`config.mk`:
```
export PLATFORM = sky130hd
export DESIGN_NAME = layer4_fc_mac_accum
export DESIGN_NICKNAME = d
export VERILOG_FILES = /design/src/rtl/layer4_fc_pkg.sv /design/src/rtl/layer4_fc_quant_sat.sv /design/src/rtl/layer4_fc_mac_accum.sv
export SDC_FILE = /design/constraint.sdc
export NUM_CORES = 1
export LEC_CHECK = 0
export BUFFER_PORTS_ARGS = -buffer_cell sky130_fd_sc_hd__buf_2
export CAP_MARGIN = 20
export CORE_MARGIN = 5
export CORE_UTILIZATION = 45
export CTS_CLUSTER_DIAMETER = 80
export CTS_CLUSTER_SIZE = 40
export DETAILED_ROUTE_END_ITERATION = 6
export PLACE_DENSITY = 0.66
export RECOVER_POWER = 25
export SLEW_MARGIN = 10
export SYNTH_ARGS = -nofsm -noshare
export SYNTH_HDL_FRONTEND = slang
export SYNTH_SLANG_ARGS = --single-unit
```
`constraint.sdc`:
```
create_clock -name ap_clk -period 9.6 [get_ports ap_clk]
set_input_delay 1.44 -clock ap_clk [delete_from_list [all_inputs] [get_ports ap_clk]]
set_output_delay 1.44 -clock ap_clk [all_outputs]
set_load 0.005 [all_outputs]
```
`src/rtl/layer4_fc_pkg.sv`:
```
// Shared types and constants for the Layer4 FC MAC accumulator.
// Default widths, Q-format shift, saturation limits and rounding constant.
package layer4_fc_pkg;

  localparam int DEF_PROD_WIDTH = 32;
  localparam int DEF_ACC_WIDTH  = 40;
  localparam int DEF_OUT_WIDTH  = 16;
  localparam int DEF_FRAC_SHIFT = 8;
  localparam int DEF_NUM_OUT    = 10;
  localparam int DEF_IDX_WIDTH  = 4;

  localparam logic signed [DEF_OUT_WIDTH-1:0] OUT_MAX = 16'sh7FFF;
  localparam logic signed [DEF_OUT_WIDTH-1:0] OUT_MIN = 16'sh8000;

  // Half an output LSB, added before the arithmetic shift (round half up).
  localparam int RND_CONST = 1 << (DEF_FRAC_SHIFT - 1);

  typedef enum logic [1:0] {
    S_ACC,
    S_FIN,
    S_OUT
  } state_t;

endpackage

```
`src/rtl/layer4_fc_quant_sat.sv`:
```
// Combinational bias align, round, shift and saturate to Q8.8.
// Optional ReLU on the saturated result when LAYER4_FC_RELU_EN is defined.
module layer4_fc_quant_sat
  import layer4_fc_pkg::*;
#(
  parameter int ACC_WIDTH  = DEF_ACC_WIDTH,
  parameter int OUT_WIDTH  = DEF_OUT_WIDTH,
  parameter int FRAC_SHIFT = DEF_FRAC_SHIFT
) (
  input  logic [ACC_WIDTH-1:0] acc,
  input  logic [OUT_WIDTH-1:0] bias,
  output logic [OUT_WIDTH-1:0] q
);

`ifdef LAYER4_FC_RELU_EN
  localparam bit RELU_EN = 1'b1;
`else
  localparam bit RELU_EN = 1'b0;
`endif

  // One extra bit so the rounding add cannot wrap a full-scale sum.
  localparam int RW = ACC_WIDTH + 1;

  logic signed [ACC_WIDTH-1:0] bias_al;
  logic signed [ACC_WIDTH-1:0] sum;
  logic signed [RW-1:0]        rnd;
  logic signed [RW-1:0]        r;

  // NOTE: every combinational output gets a default first so no path infers a latch.
  always_comb begin
    bias_al = ACC_WIDTH'($signed(bias)) <<< FRAC_SHIFT;
    sum     = $signed(acc) + bias_al;
    rnd     = RW'(sum) + RW'(RND_CONST);
    r       = rnd >>> FRAC_SHIFT;
    q       = r[OUT_WIDTH-1:0];
    if (r > RW'(OUT_MAX)) begin
      q = OUT_MAX;
    end else if (r < RW'(OUT_MIN)) begin
      q = OUT_MIN;
    end
    if (RELU_EN && q[OUT_WIDTH-1]) begin
      q = '0;
    end
  end

endmodule

```
`src/rtl/layer4_fc_mac_accum.sv`:
```
// Accumulates one neuron's products, adds bias, quantises and emits one activation.
// Build option LAYER4_FC_RELU_EN clamps negative activations to zero.
module layer4_fc_mac_accum
  import layer4_fc_pkg::*;
#(
  parameter int PROD_WIDTH = DEF_PROD_WIDTH,
  parameter int ACC_WIDTH  = DEF_ACC_WIDTH,
  parameter int OUT_WIDTH  = DEF_OUT_WIDTH,
  parameter int FRAC_SHIFT = DEF_FRAC_SHIFT,
  parameter int NUM_OUT    = DEF_NUM_OUT,
  parameter int IDX_WIDTH  = DEF_IDX_WIDTH
) (
  input  logic                  ap_clk,
  input  logic                  ap_rst_n,
  input  logic [PROD_WIDTH-1:0] prod_din,
  input  logic                  prod_vld,
  input  logic                  prod_last,
  output logic                  prod_rdy,
  input  logic [OUT_WIDTH-1:0]  bias_din,
  output logic [OUT_WIDTH-1:0]  act_dout,
  output logic                  act_vld,
  input  logic                  act_rdy,
  output logic [IDX_WIDTH-1:0]  act_idx,
  output logic                  act_last
);

  localparam logic [IDX_WIDTH-1:0] LAST_IDX = IDX_WIDTH'(NUM_OUT - 1);

  state_t                 state_q, state_d;
  logic [ACC_WIDTH-1:0]   acc_q;
  logic [OUT_WIDTH-1:0]   bias_q;
  logic [OUT_WIDTH-1:0]   q;
  logic                   prod_hs;

  assign prod_rdy = (state_q == S_ACC);
  assign prod_hs  = prod_vld & prod_rdy;

  layer4_fc_quant_sat #(
    .ACC_WIDTH (ACC_WIDTH),
    .OUT_WIDTH (OUT_WIDTH),
    .FRAC_SHIFT(FRAC_SHIFT)
  ) u_quant_sat (
    .acc (acc_q),
    .bias(bias_q),
    .q   (q)
  );

  always_comb begin
    state_d = state_q;
    case (state_q)
      S_ACC:   if (prod_hs && prod_last) state_d = S_FIN;
      S_FIN:   state_d = S_OUT;
      S_OUT:   if (act_rdy) state_d = S_ACC;
      default: state_d = S_ACC;
    endcase
  end

  // NOTE: sequential state uses non-blocking assignments so every register samples pre-edge values.
  always_ff @(posedge ap_clk or negedge ap_rst_n) begin
    if (!ap_rst_n) begin
      state_q  <= S_ACC;
      acc_q    <= '0;
      bias_q   <= '0;
      act_dout <= '0;
      act_vld  <= 1'b0;
      act_idx  <= '0;
      act_last <= 1'b0;
    end else begin
      state_q <= state_d;
      case (state_q)
        S_ACC: begin
          if (prod_hs) begin
            acc_q <= acc_q + ACC_WIDTH'($signed(prod_din));
            if (prod_last) bias_q <= bias_din;
          end
        end
        S_FIN: begin
          act_dout <= q;
          act_vld  <= 1'b1;
          act_last <= (act_idx == LAST_IDX);
        end
        S_OUT: begin
          if (act_rdy) begin
            act_vld <= 1'b0;
            acc_q   <= '0;
            act_idx <= (act_idx == LAST_IDX) ? '0 : act_idx + 1'b1;
          end
        end
        default: ;
      endcase
    end
  end

endmodule

```
# After elaboration in Yosys (flattened, before gate mapping)
# Index checks and enable logic that the tools add are counted.
dict set report classes {
  n_reduce_logical 9
  magnitude_cmp 2
  addsub 4
  bitwise 1
  n_mux 11
  eq_ne 6
}
# operator n
set ops {}
lappend ops {{40-bit two-way mux} 2}
lappend ops {{40-bit case mux with 2 select lines} 1}
lappend ops {{40-bit by 9-bit adder with 41-bit output, second input constant} 1}
lappend ops {{40-bit by 24-bit adder with 40-bit output} 1}
lappend ops {{40-bit adder} 1}
lappend ops {{33-bit by 16-bit greater-than comparator with 1-bit output, second input constant} 1}
lappend ops {{33-bit by 16-bit less-than comparator with 1-bit output, second input constant} 1}
lappend ops {{16-bit two-way mux} 2}
lappend ops {{2-bit case mux with 3 select lines} 1}
lappend ops {{2-bit AND reduction} 3}
lappend ops {{3-bit AND reduction} 2}
lappend ops {{4-bit by 1-bit adder with 4-bit output, second input constant} 1}
lappend ops {{4-bit == test, second input constant} 1}
lappend ops {{2-bit two-way mux} 2}
lappend ops {{4-bit two-way mux} 1}
lappend ops {{2-bit by 1-bit inequality test with 1-bit output, second input constant} 2}
lappend ops {{2-bit nonzero test} 2}
lappend ops {{2-bit by 1-bit == test with 1-bit output, second input constant} 1}
lappend ops {{2-bit == test, second input constant} 1}
lappend ops {{2-bit logical NOT} 1}
lappend ops {{2-bit inequality test, second input constant} 1}
lappend ops {{1-bit case mux with 2 select lines} 1}
lappend ops {{1-bit bitwise AND} 1}
lappend ops {{1-bit logical AND} 1}
lappend ops {{1-bit two-way mux} 1}
dict set report totals {
  output_inout_bits 23
  elab_cells 40
  regBits 80
  input_bits 53
}

# Logic depth before layout (Yosys ltp)
dict set report depth {
  word_depth 5
  depth_mapped 16
  mapped_depth_nobuf 14
}

# By module
# From an unflattened synthesis, not the netlist that was laid out.
dict set report unflattened {
  cells_unflattened 1000
  area_unflattened_um2 8318.0
}
# mod area_per_inst_um2 n_inst cells_each seq_area_each_um2
set modules_own_cells {}
lappend modules_own_cells {layer4_fc_mac_accum 5231.3 1 565 2001.9}
lappend modules_own_cells {layer4_fc_quant_sat 3086.7 1 435 0.0}

# Least setup slack after synthesis
# No wires, ideal clock.
dict set report synth_timing {
  path_type {reg2reg}
  from {register acc_q[8]}
  to {register act_dout[1]}
  slack_ns 4.897
  arrival_ns 4.563
  required_ns 9.460
  path_stages_with_launch 17
  synth_period_minus_slack_ns 4.703
  cell_sequence {dfrtp_1 -> ha_1 -> fa_1 -> a211oi_2 -> o21ai_0 -> a221oi_2 -> xnor2_1 -> and3_1 -> clkbuf_1 -> nand4_2 -> nor4b_1 -> xnor2_1 -> or4b_1 -> or3_4 -> o41ai_4 -> buf_6 -> o32ai_1}
}
dict set report synth_via {
  elab_chain_len 5
}
# item line_no
set synth_lines {}
lappend synth_lines {{start, declared} layer4_fc_mac_accum.sv:30} ;# logic [ACC_WIDTH-1:0] acc_q;
lappend synth_lines {{start signal, assigned} layer4_fc_mac_accum.sv:73} ;# acc_q <= acc_q + ACC_WIDTH'($signed(prod_din));
lappend synth_lines {{40-bit by 24-bit adder with 40-bit output (*)} layer4_fc_quant_sat.sv:32} ;# sum = $signed(acc) + bias_al;
lappend synth_lines {{40-bit by 9-bit adder with 41-bit output (*)} layer4_fc_quant_sat.sv:33} ;# rnd = RW'(sum) + RW'(RND_CONST);
lappend synth_lines {{33-bit by 16-bit less-than comparator with 1-bit output} layer4_fc_quant_sat.sv:38} ;# end else if (r < RW'(OUT_MIN)) begin
lappend synth_lines {{16-bit two-way mux} layer4_fc_quant_sat.sv:38}
lappend synth_lines {{16-bit two-way mux (*)} layer4_fc_quant_sat.sv:36} ;# if (r > RW'(OUT_MAX)) begin
lappend synth_lines {{end signal, assigned} layer4_fc_mac_accum.sv:78} ;# act_dout <= q;
lappend synth_lines {{end, declared} layer4_fc_mac_accum.sv:20} ;# output logic [OUT_WIDTH-1:0] act_dout,
# Every way passes the cells marked *; elsewhere a longest branch is shown, timed or not.
# A chain may end at the register's enable or synchronous reset.

# Final worst setup path
dict set report layout_timing {
  from {register acc_q[8]}
  to {register act_dout[3]}
}
# The elaborated chain is that of the path after synthesis.

==> impl_metrics.toml <==
[outcome]
violations = "max-capacitance violations, max-slew violations"
outcome = "finished, violations left"

[drt]
drc = 0
ant_nets = 0
drt_iter0_drc = 399
routedWlPerCell_microns = 16.18
vias = 6996
drt-total-wl_mm = 19.31
viasPerCell = 5.864
drt_pass1_iterations = 5

[global_routing]
grt_first_pass_wirelength_mm = 32.78
antenna_found_initial = 0
grt_use_total_pct = 19.69
grt_pass1_vias = 6607
gr-total-overflow = 0
grt_start_max_net_pins = 44

[placed_design]
dp.cells = 1178
dp_hpwl_mm = 14.89
dpl_cell_area_sq_um = 8293
routabilityCongestion = 0.8827
io_buffers = 75

[critical_path]
arrival_ns = 5.71
endpoint_kind = "register"
cp-start-kind = "register"
crit_fanout = 15
timing.rr.end = "act_dout[3]"
worst_ep_required_time_ns = 9.80
crit_type = "reg2reg"
worstReg2RegStart = "acc_q[8]"
reg2reg_slack_ns = 4.08
cp-startpoint = "acc_q[8]"
crit_end = "act_dout[3]"
reg2regPathDepth = 14

[timing]
fin_crit_ns = 5.518
period_share_pct = 57.48
finClkSkew_ns = 0.01201
tns_ns = 0
worstMarginPinSlew_ns = 2.159
slew_headroom_pct = -43.96
setup_viol = 0
hold_viol_final = 0
timing.fmax_ghz = 0.1812
drv_slew = 39
rsz0062_at_grt = "false"

[floorplanning]
rows = 48
die_y_microns = 141.4
fp.dieW_microns = 141.4
core_sq_um = 17120
start_util_pct = 45.37
die_area_sq_um = 19980
ios = 76

[synth]
synth-async-reset-ratio_pct = 100.0
syn-num-nets = 1037
syn-instance-count = 911
synth_seq_cells = 80
yosysWarningCount = 0
avgSynthCellArea_sq_um = 8.524
syn_area_sq_um = 7765
synthFlopType = "dfrtp_1"
synth_edf_count = 0
ys_types = 86
yosysSeqAreaShare_pct = 25.78

[finish]
final_layout_size_suffix_gt1_share_pct = 14.05
stdcell_area_sq_um = 8552
final_util_pct = 49.96
nFillCells = 1659
nNetsFinal = 1090
multiInputGateArea_sq_um = 5534
final_cell_count_no_fill = 1193
antenna_cells = 0
final_common_cell = "dfrtp_1"
areaGrowthSynthToFinish_pct = 10.14
seqCellArea_sq_um = 2002
layout_common_cells = "dfrtp_1, nand2_1, o21ai_0, nor2_1, buf_2"

[power]
power_density_nw_per_um2 = 388.1
power_mw = 3.319
p_leak_nw = 3.771
vdd_ir_drop_max_uv = 131.9

[clock_network]
clk_pin_slew_worst_paths_ns = 0.06
ctsHoldBuffers = 0
clock_tree.root_cell = "clkbuf_16"
cts.sinks = 80
cts_made_buffers = 9
htreeDepth = 3
post_cts_resized = 0
cts_tree = "built"
cts_setup_buffers = 0
clk_latency_ns = 0.36
clk_path_buf_depth = 2

[hold_path]
worst_hold_path_type = "reg2reg"

[job]
maxCapViolCount = 1
-- routing by layer --
layer | global-route usage, % | vias to the layer above | part of all wire (%)
met2 | 29.55 | 190 | 43
met1 | 29.65 | 3234 | 51
met3 | 3.134 | 18 | 5.2
met5 | 0 | - | 0
li1 | - | 3554 | -
met4 | 4.640 | 0 | 1.0
-- area by class of cell --
class | count | share of cell area [%]
clock buffers | 9 | 2.634
repair buffers | 79 | 4.653
well taps | 225 | 3.292
inverters | 18 | 0.7901
flip-flops and latches | 80 | 23.41
clock inverters | 6 | 0.5121
multi-input cells | 776 | 64.71
-- sequential cells by signal, summed over array words and instances, names as in the netlist --
name	flops
state_q	2
act_idx	4
act_vld	1
acc_q	40
act_dout	16
act_last	1
bias_q	16
-- cell families after synthesis --
family / synth area share (%)
AOI/OAI and AO/OA: 27.72
xor gates and xnor gates: 8.540
buffers and inverters: 2.981
and+or+nand+nor: 20.19
muxes: 2.836
adders and majority gates: 11.96
DFF: 25.78
-- critical path: stages, from the launching register on --
cell and delay (ns):
dfrtp_1 0.41, ha_1 0.26, fa_1 0.43, a211oi_2 0.40, o21ai_1 0.20, a31oi_1 0.31, nand4b_1 0.32, nor4_4 0.46
nand4_2 0.22, nor4b_1 0.39, xnor2_1 0.17, or4b_1 0.47, or3_4 0.38, o41ai_4 0.74, o32ai_1 0.20
-- cell usage after synthesis (16+ instances only) --
cell type / n / area, sq um
xor2_1: 27 / 236.5
a21oi_1: 63 / 315.3
nand4_1: 16 / 100.1
clkbuf_1: 22 / 82.58
o21ai_0: 77 / 385.4
a21o_1: 37 / 277.8
nand2_1: 77 / 289.0
xnor2_1: 45 / 394.1
nor2_1: 75 / 281.5
inv_1: 18 / 67.56
mux2_2: 16 / 180.2
dfrtp_1: 80 / 2002
ha_1: 71 / 888.4
nand3_1: 24 / 120.1
-- power breakdown --
part,internal [mW],switching [mW]
sequential,0.466,0.126
clock,0.175,0.152
combinational,0.978,1.42
-- through the flow --
stage | hold WS (ns) | setup slack (ns)
finish | 0.4950 | 4.082
global route | 0.5324 | 3.696
CTS | 0.5006 | 4.085
detailed placement | 0.4853 | 4.113
global placement | 0.4705 | 4.276
floorplan | 0.4538 | 4.897
-- how the worst min path moves through the flow --
| stage | start | endpoint | slack (ns) | cells past startpoint |
|---|---|---|---|---|
| after floorplan | acc_q[2] | acc_q[2] | 0.45 | 2 |
| after global placement | acc_q[2] | acc_q[2] | 0.47 | 2 |
| after detailed placement | acc_q[5] | acc_q[5] | 0.49 | 2 |
| after CTS | acc_q[5] | acc_q[5] | 0.50 | 2 |
| after global routing | bias_q[14] | bias_q[14] | 0.53 | 1 |
| final | acc_q[5] | acc_q[5] | 0.50 | 2 |
(Power assumes the default switching activity.)
